===== config.mk =====
export PLATFORM = sky130hd
export DESIGN_NAME = gpio_input_conditioner_flat
export DESIGN_NICKNAME = d
export VERILOG_FILES = /design/src/rtl/gpio_input_conditioner_if.sv /design/src/rtl/gpio_input_conditioner.sv /design/src/flat_wrapper.sv
export SDC_FILE = /design/constraint.sdc
export NUM_CORES = 1
export LEC_CHECK = 0
export ABC_AREA = 1
export ABC_CLOCK_PERIOD_IN_PS = 1290
export CORE_ASPECT_RATIO = 0.5
export CORE_MARGIN = 5
export CORE_UTILIZATION = 55
export DETAILED_ROUTE_END_ITERATION = 10
export PLACE_DENSITY = 0.76
export REMOVE_ABC_BUFFERS = 1
export SYNTH_ARGS = -nofsm -noshare
export SYNTH_HDL_FRONTEND = slang
export SYNTH_SLANG_ARGS = --single-unit

===== constraint.sdc =====
create_clock -name clk -period 1.29 [get_ports clk]
set_input_delay 0.258 -clock clk [delete_from_list [all_inputs] [get_ports clk]]
set_output_delay 0.258 -clock clk [all_outputs]
set_load 0.05 [all_outputs]

===== src/rtl/gpio_input_conditioner_if.sv =====
// -----------------------------------------------------------------------------
// gpio_input_conditioner_if
// Groups the board-side inputs and the PS GPIO handshake bits of the input
// conditioner into one bundle.
//   raw_in        : asynchronous board inputs (buttons/switches), active-high
//   ack_toggle    : PS GPIO bit, every transition requests one clear
//   ack_mask      : PS GPIO bits, which event bits the next clear affects
//   level_out     : debounced input level
//   event_pending : sticky per-bit change flags
//   ack_echo      : synchronized ack_toggle, follows it once the clear is done
//   irq           : OR of event_pending
// master = board/PS side, slave = conditioner.
// -----------------------------------------------------------------------------
interface gpio_input_conditioner_if #(
   parameter int WIDTH = 6
);
   logic [WIDTH-1:0] raw_in;
   logic             ack_toggle;
   logic [WIDTH-1:0] ack_mask;
   logic [WIDTH-1:0] level_out;
   logic [WIDTH-1:0] event_pending;
   logic             ack_echo;
   logic             irq;

   modport master (
      output raw_in, ack_toggle, ack_mask,
      input  level_out, event_pending, ack_echo, irq
   );

   modport slave (
      input  raw_in, ack_toggle, ack_mask,
      output level_out, event_pending, ack_echo, irq
   );
endinterface


===== src/rtl/gpio_input_conditioner.sv =====
// -----------------------------------------------------------------------------
// gpio_input_conditioner
// Conditions raw board inputs before they reach the PS GPIO input bus:
// per-bit 2-flop synchronizer, per-bit debounce counter and a sticky
// change-event register with a toggle-based clear handshake.
// Ports:
//   clk     : system clock (FCLK_CLK0)
//   reset_n : asynchronous active-low reset
//   bus     : slave side of gpio_input_conditioner_if (raw_in, ack_toggle,
//             ack_mask in; level_out, event_pending, ack_echo, irq out)
// -----------------------------------------------------------------------------
module gpio_input_conditioner #(
   parameter  int WIDTH           = 6,
   parameter  int DEBOUNCE_CYCLES = 100000,
   localparam int CNT_W           = $clog2(DEBOUNCE_CYCLES)
) (
   input  logic                    clk,
   input  logic                    reset_n,
   gpio_input_conditioner_if.slave bus
);

   localparam logic [CNT_W-1:0] CNT_LAST = CNT_W'(DEBOUNCE_CYCLES - 1);

   logic [WIDTH-1:0] s1_q;
   logic [WIDTH-1:0] s2_q;
   logic [WIDTH-1:0] level_q;
   logic [WIDTH-1:0] level_d;
   logic [CNT_W-1:0] cnt_q [WIDTH];
   logic [CNT_W-1:0] cnt_d [WIDTH];
   logic [WIDTH-1:0] set_vec;
   logic [WIDTH-1:0] pend_q;
   logic [WIDTH-1:0] pend_d;
   logic             t1_q;
   logic             t2_q;
   logic             t3_q;
   logic             clear_req;

   // Debounce: a bit must disagree with its accepted level for DEBOUNCE_CYCLES
   // consecutive synchronized samples; any agreement restarts the count.
   always_comb begin
      level_d = level_q;
      set_vec = '0;
      for (int i = 0; i < WIDTH; i++) begin
         cnt_d[i] = cnt_q[i];
         if (s2_q[i] == level_q[i]) begin
            cnt_d[i] = '0;
         end else if (cnt_q[i] == CNT_LAST) begin
            level_d[i] = s2_q[i];
            cnt_d[i]   = '0;
            set_vec[i] = 1'b1;
         end else begin
            cnt_d[i] = cnt_q[i] + CNT_W'(1);
         end
      end
   end

   // One clear per ack_toggle transition, seen as an edge between the last
   // two synchronizer stages. Sets are OR'ed in after the clear so an event
   // arriving on the clear edge is never lost.
   assign clear_req = t2_q ^ t3_q;

   always_comb begin
      pend_d = pend_q | set_vec;
      if (clear_req) begin
         pend_d = (pend_q & ~bus.ack_mask) | set_vec;
      end
   end

   always_ff @(posedge clk or negedge reset_n) begin
      if (!reset_n) begin
         s1_q    <= '0;
         s2_q    <= '0;
         level_q <= '0;
         pend_q  <= '0;
         t1_q    <= 1'b0;
         t2_q    <= 1'b0;
         t3_q    <= 1'b0;
         for (int i = 0; i < WIDTH; i++) begin
            cnt_q[i] <= '0;
         end
      end else begin
         s1_q    <= bus.raw_in;
         s2_q    <= s1_q;
         level_q <= level_d;
         pend_q  <= pend_d;
         t1_q    <= bus.ack_toggle;
         t2_q    <= t1_q;
         t3_q    <= t2_q;
         for (int i = 0; i < WIDTH; i++) begin
            cnt_q[i] <= cnt_d[i];
         end
      end
   end

   assign bus.level_out     = level_q;
   assign bus.event_pending = pend_q;
   assign bus.ack_echo      = t3_q;
   assign bus.irq           = |pend_q;

endmodule


===== src/flat_wrapper.sv =====
// flat-port wrapper written by rule: the top's interface ports become plain ports
module gpio_input_conditioner_flat 
#(
   parameter  int WIDTH           = 6,
   parameter  int DEBOUNCE_CYCLES = 100000,
   localparam int CNT_W           = $clog2(DEBOUNCE_CYCLES)
)
  (clk, reset_n, bus_raw_in, bus_ack_toggle, bus_ack_mask, bus_level_out, bus_event_pending, bus_ack_echo, bus_irq);
  gpio_input_conditioner_if #(.WIDTH(WIDTH)) bus_i ();
  input  logic clk;
  input  logic reset_n;
  input wire logic [$bits(bus_i.raw_in)-1:0] bus_raw_in;
  input wire logic [$bits(bus_i.ack_toggle)-1:0] bus_ack_toggle;
  input wire logic [$bits(bus_i.ack_mask)-1:0] bus_ack_mask;
  output wire logic [$bits(bus_i.level_out)-1:0] bus_level_out;
  output wire logic [$bits(bus_i.event_pending)-1:0] bus_event_pending;
  output wire logic [$bits(bus_i.ack_echo)-1:0] bus_ack_echo;
  output wire logic [$bits(bus_i.irq)-1:0] bus_irq;
  assign bus_i.raw_in = bus_raw_in;
  assign bus_i.ack_toggle = bus_ack_toggle;
  assign bus_i.ack_mask = bus_ack_mask;
  assign bus_level_out = bus_i.level_out;
  assign bus_event_pending = bus_i.event_pending;
  assign bus_ack_echo = bus_i.ack_echo;
  assign bus_irq = bus_i.irq;
  gpio_input_conditioner #(.WIDTH(WIDTH), .DEBOUNCE_CYCLES(DEBOUNCE_CYCLES)) u_core (.clk(clk), .reset_n(reset_n), .bus(bus_i));
endmodule

* Yosys cells after proc, flatten, opt, wreduce, memory -nomap -nowiden
Cells that the tools add are included.
** Operators by class
- Mux-type cells :: 25
- $add $sub $neg :: 6
- Reduce and logical (&&, ||, !) cells :: 7
- Eq/ne operators :: 12
- Bitwise logic cells :: 11
** Operators by type and width (number)
- $mux 17 :: 12
- $add 17x1->17 const B :: 6
- $eq 17x17->1 const B :: 6
- $mux 1 :: 12
- $or 6x6->6 :: 2
- $reduce_and 2->1 :: 6
- $and 6x6->6 :: 1
- $eq 1x1->1 :: 6
- $mux 6 :: 1
- $not 1->1 :: 6
- $not 6->6 :: 1
- $reduce_or 6->1 :: 1
- $xor 1x1->1 :: 1
** Storage, ports and cells
- Output and inout port bits :: 14
- Logic and storage cells :: 79
- Input bits :: 15
- Register bits after elaboration :: 129

* Longest topological paths before layout
- Depth after elaboration :: 5
- Mapped depth :: 9
- Depth with buffers taken out :: 9

* Worst setup path after synthesis
Ideal clock, no wire load.
- Path type :: register to output
- Start :: register u_core.pend_q[1], in the netlist u_core.bus.event_pending[1]
- End :: output port bus_irq
- Stages on the path, launching flop included :: 3
- Buffers on the path :: 0
- Setup slack :: -0.167 ns
- Data arrival time :: 1.199 ns
- Required time :: 1.032 ns
- Cell sequence :: dfrtp_1 -> nor4_1 -> nand2_1
** Between the ends
- Word-level cells in the longest chain between the ends :: 1
** Ends and longest elaborated chain
- start: declaration :: line gpio_input_conditioner.sv:31 : logic [WIDTH-1:0] pend_q;
- start signal: assignment :: line gpio_input_conditioner.sv:85 : pend_q <= pend_d;
- $reduce_or 6->1 :: line gpio_input_conditioner.sv:98 : assign bus.irq = |pend_q;
- end: declaration :: line flat_wrapper.sv:18 : output wire logic [$bits(bus_i.irq)-1:0] bus_irq;
Every way passes these cells.

* Worst setup path after layout
Same ends and word-level chain as after synthesis.

==> flow_metrics.py <==
metrics = {
    "cells_and_area": {
        "antenna_cells": 0,
        "areaGrowthSynthToFinish_pct": 52.8,
        "layout-drive-gt1-share_pct": 42.5,
        "final_nets": 995,
        "multi_input_area_um2": 4080,
        "fillers": 489,
        "seqCellArea_um2": 3260,
    },
    "logic_synthesis": {
        "yosys.area.top_type": "dfrtp_1",
        "yosysMostFrequentCell": "nand2_1",
        "yosys.area.top_type_share_pct": 49.4,
        "synth.avg_cell_area_um2": 8.11,
        "synth-seq-area-share_pct": 49.4,
        "ys_ff_latch": 129,
        "syn-instance-count": 806,
        "synth_common_cells": "184 x nand2_1, 177 x nor2_1, 129 x dfrtp_1",
        "synth-async-reset-ratio_pct": 100,
        "synth_edf_count": 0,
        "ys_warn_count": 0,
        "synthFlopType": "dfrtp_1",
        "netlist_area_um2": 6540,
        "synth_cell_types": 29,
        "synth_area_leaders": "dfrtp_1 49%, nand2_1 11%, nor2_1 10%, inv_1 4.4%, xor2_1 4.3%",
    },
    "clock_tree": {
        "cts_buffers": 17,
        "cts-root-buf": "clkbuf_16",
        "cts_buffer_depth": 2,
        "clk_pin_slew_ns": 0.06,
        "cts_tree": "yes",
        "clkLatencyLatePin_ns": 0.43,
        "htreeDepth": 4,
        "cts_num_sinks": 129,
    },
    "detailed_routing": {
        "wire_per_inst_um": 22.1,
        "finalWirelength_mm": 25.4,
        "first_pass_iters": 10,
        "routed_via_density": 6.21,
        "drt_iter0_markers": 928,
        "num_vias": 7143,
        "drc": 1,
        "ant_nets": 0,
    },
    "sta": {
        "slew_viol_final": 0,
        "finalCriticalPeriod_ns": 1.71,
        "worst_slack_ns": -0.424,
        "hold_violations": 0,
        "tightest_slew_ns": 0.435,
        "post-route-period-util_pct": 133,
        "rsz0062_at_grt": "yes",
        "worst_hold_slack_ns": 0.256,
        "finalSetupViolCount": 114,
        "max_freq_ghz": 0.584,
        "skew_ns": 0.0104,
        "slew_headroom_pct": 70.8,
        "fin_tns_setup_ns": -16.01,
    },
    "placement": {
        "gp_congestion": 0.916,
        "portBuffers": 28,
        "dp_hpwl_mm": 10.2,
    },
    "worst_setup_path": {
        "max_stage_delay_ns": 0.44,
        "crit_chain": "nor4_2 > nand2_1 > buf_6",
        "rr_worst_depth": 8,
        "r2r_end": "u_core.cnt_q[65]",
        "cpLargestDelayFamily": "flip-flops",
        "critPathCapture": "bus_irq",
        "startpoint": "u_core.bus.event_pending[1]",
        "critical_path_depth": 3,
        "crit_buf_inv": 1,
        "r2r_start": "u_core.cnt_q[61]",
        "critPathCaptureType": "output port",
        "start_kind": "register",
        "critical_path_arrival_ns": 1.46,
        "crit_type": "reg -> out",
        "worstPathRequired_ns": 1.03,
        "cp_slowest_cell": "dfrtp_2",
        "cp_max_fo": 2,
        "r2r_setup_slack_ns": -0.42,
    },
    "power_and_ir_drop": {
        "p_leak_nw": 4.34,
        "power.density_nw_per_um2": 1030,
        "vdd_ir_drop_max_uv": 832,
    },
    "die": {
        "rows": 28,
        "start_util_pct": 55.7,
        "fp.coreArea_um2": 11700,
        "die-area_um2": 14300,
        "die_w_um": 164,
        "die_h_um": 87.1,
        "io_pins": 29,
    },
    "grt": {
        "grt_pass1_wl_mm": 28.8,
        "globalRouteOverflowTotal": 0,
        "antenna_found_initial": 0,
        "grt.total_usage_pct": 25.6,
        "grt_start_max_net_pins": 41,
        "grt_pass1_vias": 5981,
    },
    "run": {
        "max_cap_viol_count": 0,
    },
    "hold_path": {
        "worstHoldPathType": "in -> async",
    },
    "outcome": {
        "status": "finished, violations left",
        "violations": "DRC, setup timing",
    },
}
[power breakdown]
group          internal (mW)  total, mW  switching, mW
sequential              4.12       4.21         0.0941
clock                   3.42       5.45           2.03
combinational          0.284      0.648          0.364
[per-stage QoR]
stage / setup slack, ns / std cells / area (µm²) / util [%] / power (mW)
5_1_grt: -0.467 / 1151 / 9990 / 85.1 / 10.5
2_1_floorplan: -0.167 / 805 / 6530 / - / 4.37
3_5_place_dp: -0.157 / 1072 / 7750 / 66.0 / 4.65
4_1_cts: -0.334 / 1131 / 8990 / 76.6 / 9.98
6_report: -0.424 / 1151 / 9990 / 85.1 / 10.3
3_3_place_gp: -0.129 / 1072 / 7750 / 66.0 / 4.63
[cell families after synthesis]
family	Yosys count	share of synthesized area (%)
AOI/OAI and AO/OA	39	3.44
xor gates and xnor gates	50	7.39
adders and majority gates	6	1.15
buffers and inverters	88	5.17
DFF	129	49.4
and+or+nand+nor	494	33.5
[timing repair]
item,CTS,global route
cloned,4,0
buffers inserted,27,27
endpoints found under the setup margin,93,117
pin swaps,48,84
resized for setup,98,229
endpoints found under the hold margin,112,0
hold buffers,1,0
[cell type report]
class / count / area share [%]
Multi-Input combinational cell: 592 / 40.9
Clock inverter: 14 / 2.15
Inverter: 87 / 3.34
Timing Repair Buffer: 147 / 14.7
Sequential cell: 129 / 32.6
Clock buffer: 17 / 4.26
Tap cell: 165 / 2.07
[cell usage in the layout, fill, tap and decap left out, types with 6 or more instances in the layout]
cell / count
clkdlybuf4s50_1: 13
o21ai_0: 9
buf_12: 17
xor2_1: 27
nand2_2: 28
dfrtp_1: 107
nor2_1: 101
o21ai_2: 8
clkbuf_16: 17
nand3_1: 29
xnor2_2: 8
o21bai_1: 10
o21ai_1: 6
inv_2: 13
buf_6: 30
inv_1: 71
nand2_1: 149
xnor2_1: 8
nand2_4: 19
nor2_2: 51
nand3_2: 8
nand2_8: 6
nor2_4: 50
dfrtp_2: 22
buf_4: 85
nor3_2: 10
nand3_4: 10
nand4_1: 14
[sequential cells by signal, summed over array words and instances, names as in the netlist]
register / flops
u_core.bus.event_pending: 6
u_core.s2_q: 6
u_core.t2_q: 1
u_core.t1_q: 1
u_core.cnt_q: 102
u_core.bus.level_out: 6
u_core.bus.ack_echo: 1
u_core.s1_q: 6
[worst min path at each step]
stage,depth (start not counted),slack [ns],endpoint
floorplan,0,-0.04,u_core.bus.ack_echo
global placement,1,0.13,u_core.cnt_q[25]
detailed placement,1,0.13,u_core.cnt_q[25]
CTS,2,0.25,u_core.cnt_q[25]
global route,1,0.26,u_core.s1_q[4]
finish,2,0.26,u_core.cnt_q[33]
[per-layer routing]
metal	vias up	global-route usage (%)	part of all wire, %
met2	680	45.0	46
met5	-	0	0
met4	0	11.5	8.1
met1	3362	30.6	36
met3	239	5.58	10
li1	2862	-	-
(Power assumes the default switching activity.)
